<file path="src/rtl/dmem_arbiter.sv">
// dmem_arbiter: shares the single-port data memory between the pipeline MEM
// stage and a debug/loader port. The core has priority. A starvation counter
// forces one debug grant after MAX_WAIT denied cycles and stalls the core for
// that cycle.
// Optional build macro DMEM_ARB_STATS_EN adds saturating stall/grant counters.
module dmem_arbiter #(
    parameter int DM_ADDRESS = 9,
    parameter int DATA_W     = 32,
    parameter int MAX_WAIT   = 4,
    parameter int CNT_W      = 16
) (
    input  logic                  clk,
    input  logic                  reset,
    input  logic                  core_rd,
    input  logic                  core_wr,
    input  logic [DM_ADDRESS-1:0] core_addr,
    input  logic [DATA_W-1:0]     core_wdata,
    input  logic [2:0]            core_funct3,
    output logic [DATA_W-1:0]     core_rdata,
    output logic                  core_stall,
    input  logic                  dbg_req,
    input  logic                  dbg_we,
    input  logic [DM_ADDRESS-1:0] dbg_addr,
    input  logic [DATA_W-1:0]     dbg_wdata,
    output logic                  dbg_gnt,
    output logic                  dbg_rvalid,
    output logic [DATA_W-1:0]     dbg_rdata,
    output logic                  mem_rd,
    output logic                  mem_wr,
    output logic [DM_ADDRESS-1:0] mem_addr,
    output logic [DATA_W-1:0]     mem_wdata,
    output logic [2:0]            mem_funct3,
    input  logic [DATA_W-1:0]     mem_rdata
`ifdef DMEM_ARB_STATS_EN
    ,
    output logic [CNT_W-1:0]      stat_stall_cnt,
    output logic [CNT_W-1:0]      stat_dbg_cnt
`endif
);

    typedef enum logic [1:0] {S_IDLE, S_CORE, S_DBG, S_FORCE} state_t;

    localparam logic [3:0] MAX_W = 4'(MAX_WAIT);

    state_t      state, sel;
    logic [3:0]  wait_cnt;
    logic        dbg_we_q;
    logic        core_busy;

    assign core_busy = core_rd | core_wr;

    // State register: remembers last cycle's selection (drives dbg_rvalid)
    always_ff @(posedge clk) begin
        if (reset) state <= S_IDLE;
        else       state <= sel;
    end

    // Selection for this cycle, purely from current inputs and wait_cnt
    always_comb begin
        sel = S_IDLE;
        if (reset)
            sel = S_IDLE;
        else if (dbg_req && core_busy && wait_cnt == MAX_W)
            sel = S_FORCE;
        else if (core_busy)
            sel = S_CORE;
        else if (dbg_req)
            sel = S_DBG;
    end

    // Memory mux and handshake outputs for the selected requester
    always_comb begin
        mem_rd     = 1'b0;
        mem_wr     = 1'b0;
        mem_addr   = core_addr;
        mem_wdata  = core_wdata;
        mem_funct3 = core_funct3;
        core_rdata = '0;
        core_stall = 1'b0;
        dbg_gnt    = 1'b0;
        case (sel)
            S_CORE: begin
                // A write wins when the core asserts both strobes
                mem_wr     = core_wr;
                mem_rd     = core_rd & ~core_wr;
                core_rdata = mem_rdata;
            end
            S_DBG, S_FORCE: begin
                mem_rd     = ~dbg_we;
                mem_wr     = dbg_we;
                mem_addr   = dbg_addr;
                mem_wdata  = dbg_wdata;
                mem_funct3 = 3'b010;
                dbg_gnt    = 1'b1;
                core_stall = (sel == S_FORCE);
            end
            default: ;
        endcase
    end

    // Starvation counter: counts consecutive denied debug cycles
    always_ff @(posedge clk) begin
        if (reset || !dbg_req || dbg_gnt)
            wait_cnt <= '0;
        else if (sel == S_CORE && wait_cnt != MAX_W)
            wait_cnt <= wait_cnt + 4'd1;
    end

    // Debug read capture; the grant type is kept to qualify dbg_rvalid
    always_ff @(posedge clk) begin
        if (reset) begin
            dbg_rdata <= '0;
            dbg_we_q  <= 1'b0;
        end else if (dbg_gnt) begin
            dbg_we_q <= dbg_we;
            if (!dbg_we) dbg_rdata <= mem_rdata;
        end
    end

    assign dbg_rvalid = (state == S_DBG || state == S_FORCE) && !dbg_we_q;

`ifdef DMEM_ARB_STATS_EN
    // Saturating event counters for stalls and debug grants
    always_ff @(posedge clk) begin
        if (reset) begin
            stat_stall_cnt <= '0;
            stat_dbg_cnt   <= '0;
        end else begin
            if (core_stall && stat_stall_cnt != '1) stat_stall_cnt <= stat_stall_cnt + 1'b1;
            if (dbg_gnt && stat_dbg_cnt != '1)      stat_dbg_cnt   <= stat_dbg_cnt + 1'b1;
        end
    end
`endif

endmodule

</file>
<file path="config.mk">
export PLATFORM = sky130hd
export DESIGN_NAME = dmem_arbiter
export DESIGN_NICKNAME = d
export VERILOG_FILES = /design/src/rtl/dmem_arbiter.sv
export SDC_FILE = /design/constraint.sdc
export NUM_CORES = 1
export LEC_CHECK = 0
export ABC_AREA = 0
export CORE_AREA = 2 2 91 93
export DETAILED_ROUTE_END_ITERATION = 7
export DIE_AREA = 0 0 93 95
export HOLD_SLACK_MARGIN = 0.06
export PLACE_DENSITY = 0.83
export SLEW_MARGIN = 15
export SYNTH_ARGS = -nofsm -noshare
export SYNTH_HDL_FRONTEND = slang
export SYNTH_SLANG_ARGS = --single-unit
</file>
<file path="constraint.sdc">
create_clock -name clk -period 4.7 [get_ports clk]
set_clock_uncertainty 0.15 [all_clocks]
set_input_delay 0.94 -clock clk [delete_from_list [all_inputs] [get_ports clk]]
set_output_delay 0.94 -clock clk [all_outputs]
set_load 0.01 [all_outputs]
</file>
* Word level (Yosys, flattened, before mapping) *
Index checks and enable logic that the tools add are counted.

word-level totals
  register bits after elaboration = 39
  bits in latches = 0
  RAM bits = 0
  memory bits (read-only) = 0
  output and inout bits = 113
  memories = 0

operators by class
  add/subtract/negate cells = 1
  $mul = 0
  divide/modulo/power cells = 0
  $lt $le $gt $ge = 0
  eq/ne operators = 7
  shifts and indexed selects = 0
  mux-type cells = 12
  bitwise operators = 4
  reduce and logical (&&, ||, !) cells = 11

operators by type and width
  kind                                                                      number
  32-bit 2-to-1 mux                                                         2
  9-bit 2-to-1 mux                                                          1
  2-bit equality test (second input constant)                               4
  2-bit 2-to-1 mux                                                          4
  4-bit by 1-bit adder with 4-bit output (second input constant)            1
  4-bit by 3-bit equality test with 1-bit output (second input constant)    1
  1-bit logical AND                                                         4
  4-bit by 3-bit inequality test with 1-bit output (second input constant)  1
  1-bit one-hot mux with 2 select lines                                     2
  1-bit logical OR                                                          3
  3-bit 2-to-1 mux                                                          1
  2-bit by 1-bit equality test with 1-bit output (second input constant)    1
  1-bit logical NOT                                                         2
  1-bit 2-to-1 mux                                                          2
  1-bit inverter                                                            2
  2-bit AND reduction                                                       1
  2-bit OR reduction                                                        1
  1-bit AND                                                                 1
  1-bit OR                                                                  1

* Longest topological paths before layout *
  word-level depth = 9
  mapped depth = 6

* Worst setup path before layout *
Ideal clock, no wire load.

  path kind = input-to-output
  start point = in core_rd
  end point = out mem_addr[3]
  arrival = 2.291 ns
  data required time = 3.610 ns
  slack = 1.319 ns
  stages on the path = 5
  path buffers = 2
  cells stage by stage = or2_1 > buf_2 > a211oi_4 > buf_6 > mux2_1

between the ends
  longest elaborated chain between the ends = 8
  elaborated cells between the ends (all ways) = 10

RTL lines
  item                             line  RTL
  start, declared                  14    input logic core_rd,
  1-bit OR (*)                     50    assign core_busy = core_rd | core_wr;
  1-bit logical AND (2 in series)  63    else if (dbg_req && core_busy && wait_cnt == MAX_W)
  2-bit 2-to-1 mux (*)             63
  2-bit 2-to-1 mux (*)             61    if (reset)
  2-bit equality test              81    case (sel)
  2-bit OR reduction (*)           81
  9-bit 2-to-1 mux (*)             81
  end, declared                    30    output logic [DM_ADDRESS-1:0] mem_addr,

Mark *: on every way between the ends. The rest lies on a longest branch, timed or not.

* Worst setup path after layout *
  start point = in core_wr
  end point = out mem_addr[8]

between the ends
  longest elaborated chain between the ends = 8
  elaborated cells between the ends (all ways) = 10

RTL lines
  item                             line  RTL
  start, declared                  15    input logic core_wr,
  1-bit OR (*)                     50
  1-bit logical AND (2 in series)  63
  2-bit 2-to-1 mux (*)             63
  2-bit 2-to-1 mux (*)             61
  2-bit equality test              81
  2-bit OR reduction (*)           81
  9-bit 2-to-1 mux (*)             81

Marked as above.

==> out/metrics.cfg <==
[run_status]
status = completed

[timing]
period_needed_ps = 4310
slew_headroom_pct = 60.2
setup_violations = 0
fmax_mhz = 232
tightest_slew_ps = 595
fin_crit_sh_pct = 91.7
timing.final.max_slew_violations = 0
rsz0062_at_grt = false
finalHoldViolCount = 0
setup_tns_ps = 0

[yosys]
synth_seq_cells = 38
yosysSeqAreaShare_pct = 30.3
ys_async_sr_fraction_pct = 0
synth.distinct_cells = 33
syn_inst = 265
synth_ff_type = dfxtp_1
synth_edf_count = 0
ys.warnings.count = 0
synthTopCellsByArea = dfxtp_1 30%, mux2_2 17%, nand2b_1 16%
synth_area_per_cell_um2 = 9.48
syn_area_um2 = 2510
yosys.area.top_type = dfxtp_1
post-synth-top-count-cell = nand2b_1
synth_common_cells = 64 x nand2b_1, 39 x mux2_2, 38 x dfxtp_1, 32 x and2_1, 32 x mux2i_1
synth_top_area_share_pct = 30.3
synth_nets = 390

[placement]
portBuffers = 235
place_area_um2 = 4940
gp_congestion = 0.840
dp_hpwl_mm = 7.71

[setup_path]
crit_fanout = 45
crit_buf_inv = 3
required_ps = 3610
crit_start = core_wr
crit_chain = clkdlybuf4s50_1 > or2_1 > a211oi_4 > buf_12 > mux2_2 > clkdlybuf4s50_1
r2r-start = wait_cnt[0]$_SDFFE_PP0P_
crit_arrival_ps = 3220
end_kind = output port
cpMaxStageDelayCell = clkdlybuf4s50_1
cp_common_cell = clkdlybuf4s50_1
crit_family = buffers and inverters
crit_path_max_incr_delay_ps = 540
start_kind = input pin
crit_type = input pin to output port

[route]
routed_wl_mm = 9.63
via_count = 2719
avgViaCountPerCell = 4.54
drt_iter0_markers = 59
antenna_left = 0
drc = 0
first_pass_iters = 4
avgRoutedWirePerCell_um = 16.1

[clocking]
holdBufCountCts = 0
cts_resized = 0
path_clk_slew_ps = 80
clkSinkCount = 38
clk_latency_ps = 280
cts_tree = yes
cts-root-buf = clkbuf_8
h-tree-depth = 2
clockBufferDepth = 2
numCtsBuffers = 5
postCtsSetupRepairBufs = 0

[grt]
grt_pass1_vias = 2772
grt_overflow = 0
antenna_found_initial = 0
grt_usage_pct = 20.2
grt_max_degree = 65
grt_pass1_wl_mm = 14.0

[floorplanning]
fp.coreArea_um2 = 7930
rows = 33
fp.dieH_um = 95
start_util_pct = 31.7
die_area_um2 = 8840
io_pins = 236
chipWidth_um = 93

[power]
max-vdd-ir-drop_mv = 0.122
powerDensity_nw_per_um2 = 194
p_leak_nw = 1.82

[layout]
n_antenna_cell = 0
layout-drive-gt1-share_pct = 11.5
fin_nets = 618
final_area_um2 = 5080
fin_util_pct = 64.1
n_fill_cell = 682
area_delta_synth_final_pct = 102

[hold_path]
min_from = dbg_rdata[20]$_SDFFE_PP0P_
min_path_type = flop to flop

[flow_run]
drv_cap = 0

per-layer routing:
layer,vias up,GRT usage (%),share of wire (%)
li1,1336,-,-
met1,1249,21.5,38
met2,124,38.0,52
met3,10,6.30,8.9
met4,0,6.00,1.6
met5,-,0,0
cells by family (layout without fill, tap and decap cells):
logic type               after synthesis  count (layout)  share of synthesized area [%]
adder cells (fa/ha/maj)                2               2                          0.996
AO/OA/AOI/OAI                         11              11                           3.19
multiplexers                          73              73                           31.1
flip-flops                            38              38                           30.3
XOR/XNOR                               1               1                          0.349
buffers and inverters                 22             251                           4.98
AND/OR/NAND/NOR                      118             118                           29.1
state kept, by name, indices dropped and copies added, names as in the netlist:
register   flops
dbg_rdata     32
dbg_we_q       1
state          1
wait_cnt       4
through the flow:
step | total power [mW] | worst slack [ps] | hold slack [ps] | std cells
6_report | 0.987 | 388 | 324 | 599
5_1_grt | 1.03 | 306 | 351 | 599
4_1_cts | 1.00 | 398 | 330 | 599
3_5_place_dp | 0.661 | 404 | 315 | 591
3_3_place_gp | 0.658 | 435 | 307 | 591
2_1_floorplan | 0.449 | 1320 | 297 | 265
cell usage in the layout (no fill, tap or decap), types with 2 or more instances in the layout:
| cell | n |
|---|---|
| a21oi_1 | 4 |
| and2_1 | 32 |
| buf_4 | 4 |
| bufinv_16 | 2 |
| clkbuf_8 | 5 |
| clkdlybuf4s50_1 | 234 |
| dfxtp_1 | 38 |
| ha_1 | 2 |
| inv_1 | 3 |
| mux2_1 | 2 |
| mux2_2 | 39 |
| mux2i_1 | 32 |
| nand2_1 | 2 |
| nand2b_1 | 64 |
| nand3b_1 | 2 |
| nor2_1 | 4 |
| nor2b_1 | 4 |
| o211ai_1 | 2 |
| o21ai_0 | 2 |
cell type report:
class                   count  area [um2]  area share, %
clock buffers               5        68.8           1.35
repair buffers            240        2400           47.2
flip-flops and latches     38         761           15.0
inverters                   3        11.3          0.222
clock inverters             3        68.8           1.35
multi-input cells         205        1640           32.3
well taps                 105         131           2.59
final timing paths:
path	cells after the start	to	slack, ps
min reg2reg	2	dbg_rdata[20]$_SDFFE_PP0P_	320
max	6	mem_addr[8]	390
min	2	dbg_rdata[20]$_SDFFE_PP0P_	320
max reg2reg	6	dbg_rdata[21]$_SDFFE_PP0P_	2480
worst min-delay path, cell delays in order (launching register included):
cell and delay [ps]:
dfxtp_1 320, nand2b_1 60, mux2i_1 60
report_power, final:
part,leakage (nW),switching [mW],internal [mW]
sequential,0.308,0.00435,0.329
clock,0.0683,0.121,0.213
combinational,1.44,0.106,0.214
(Power assumes the default switching activity.)
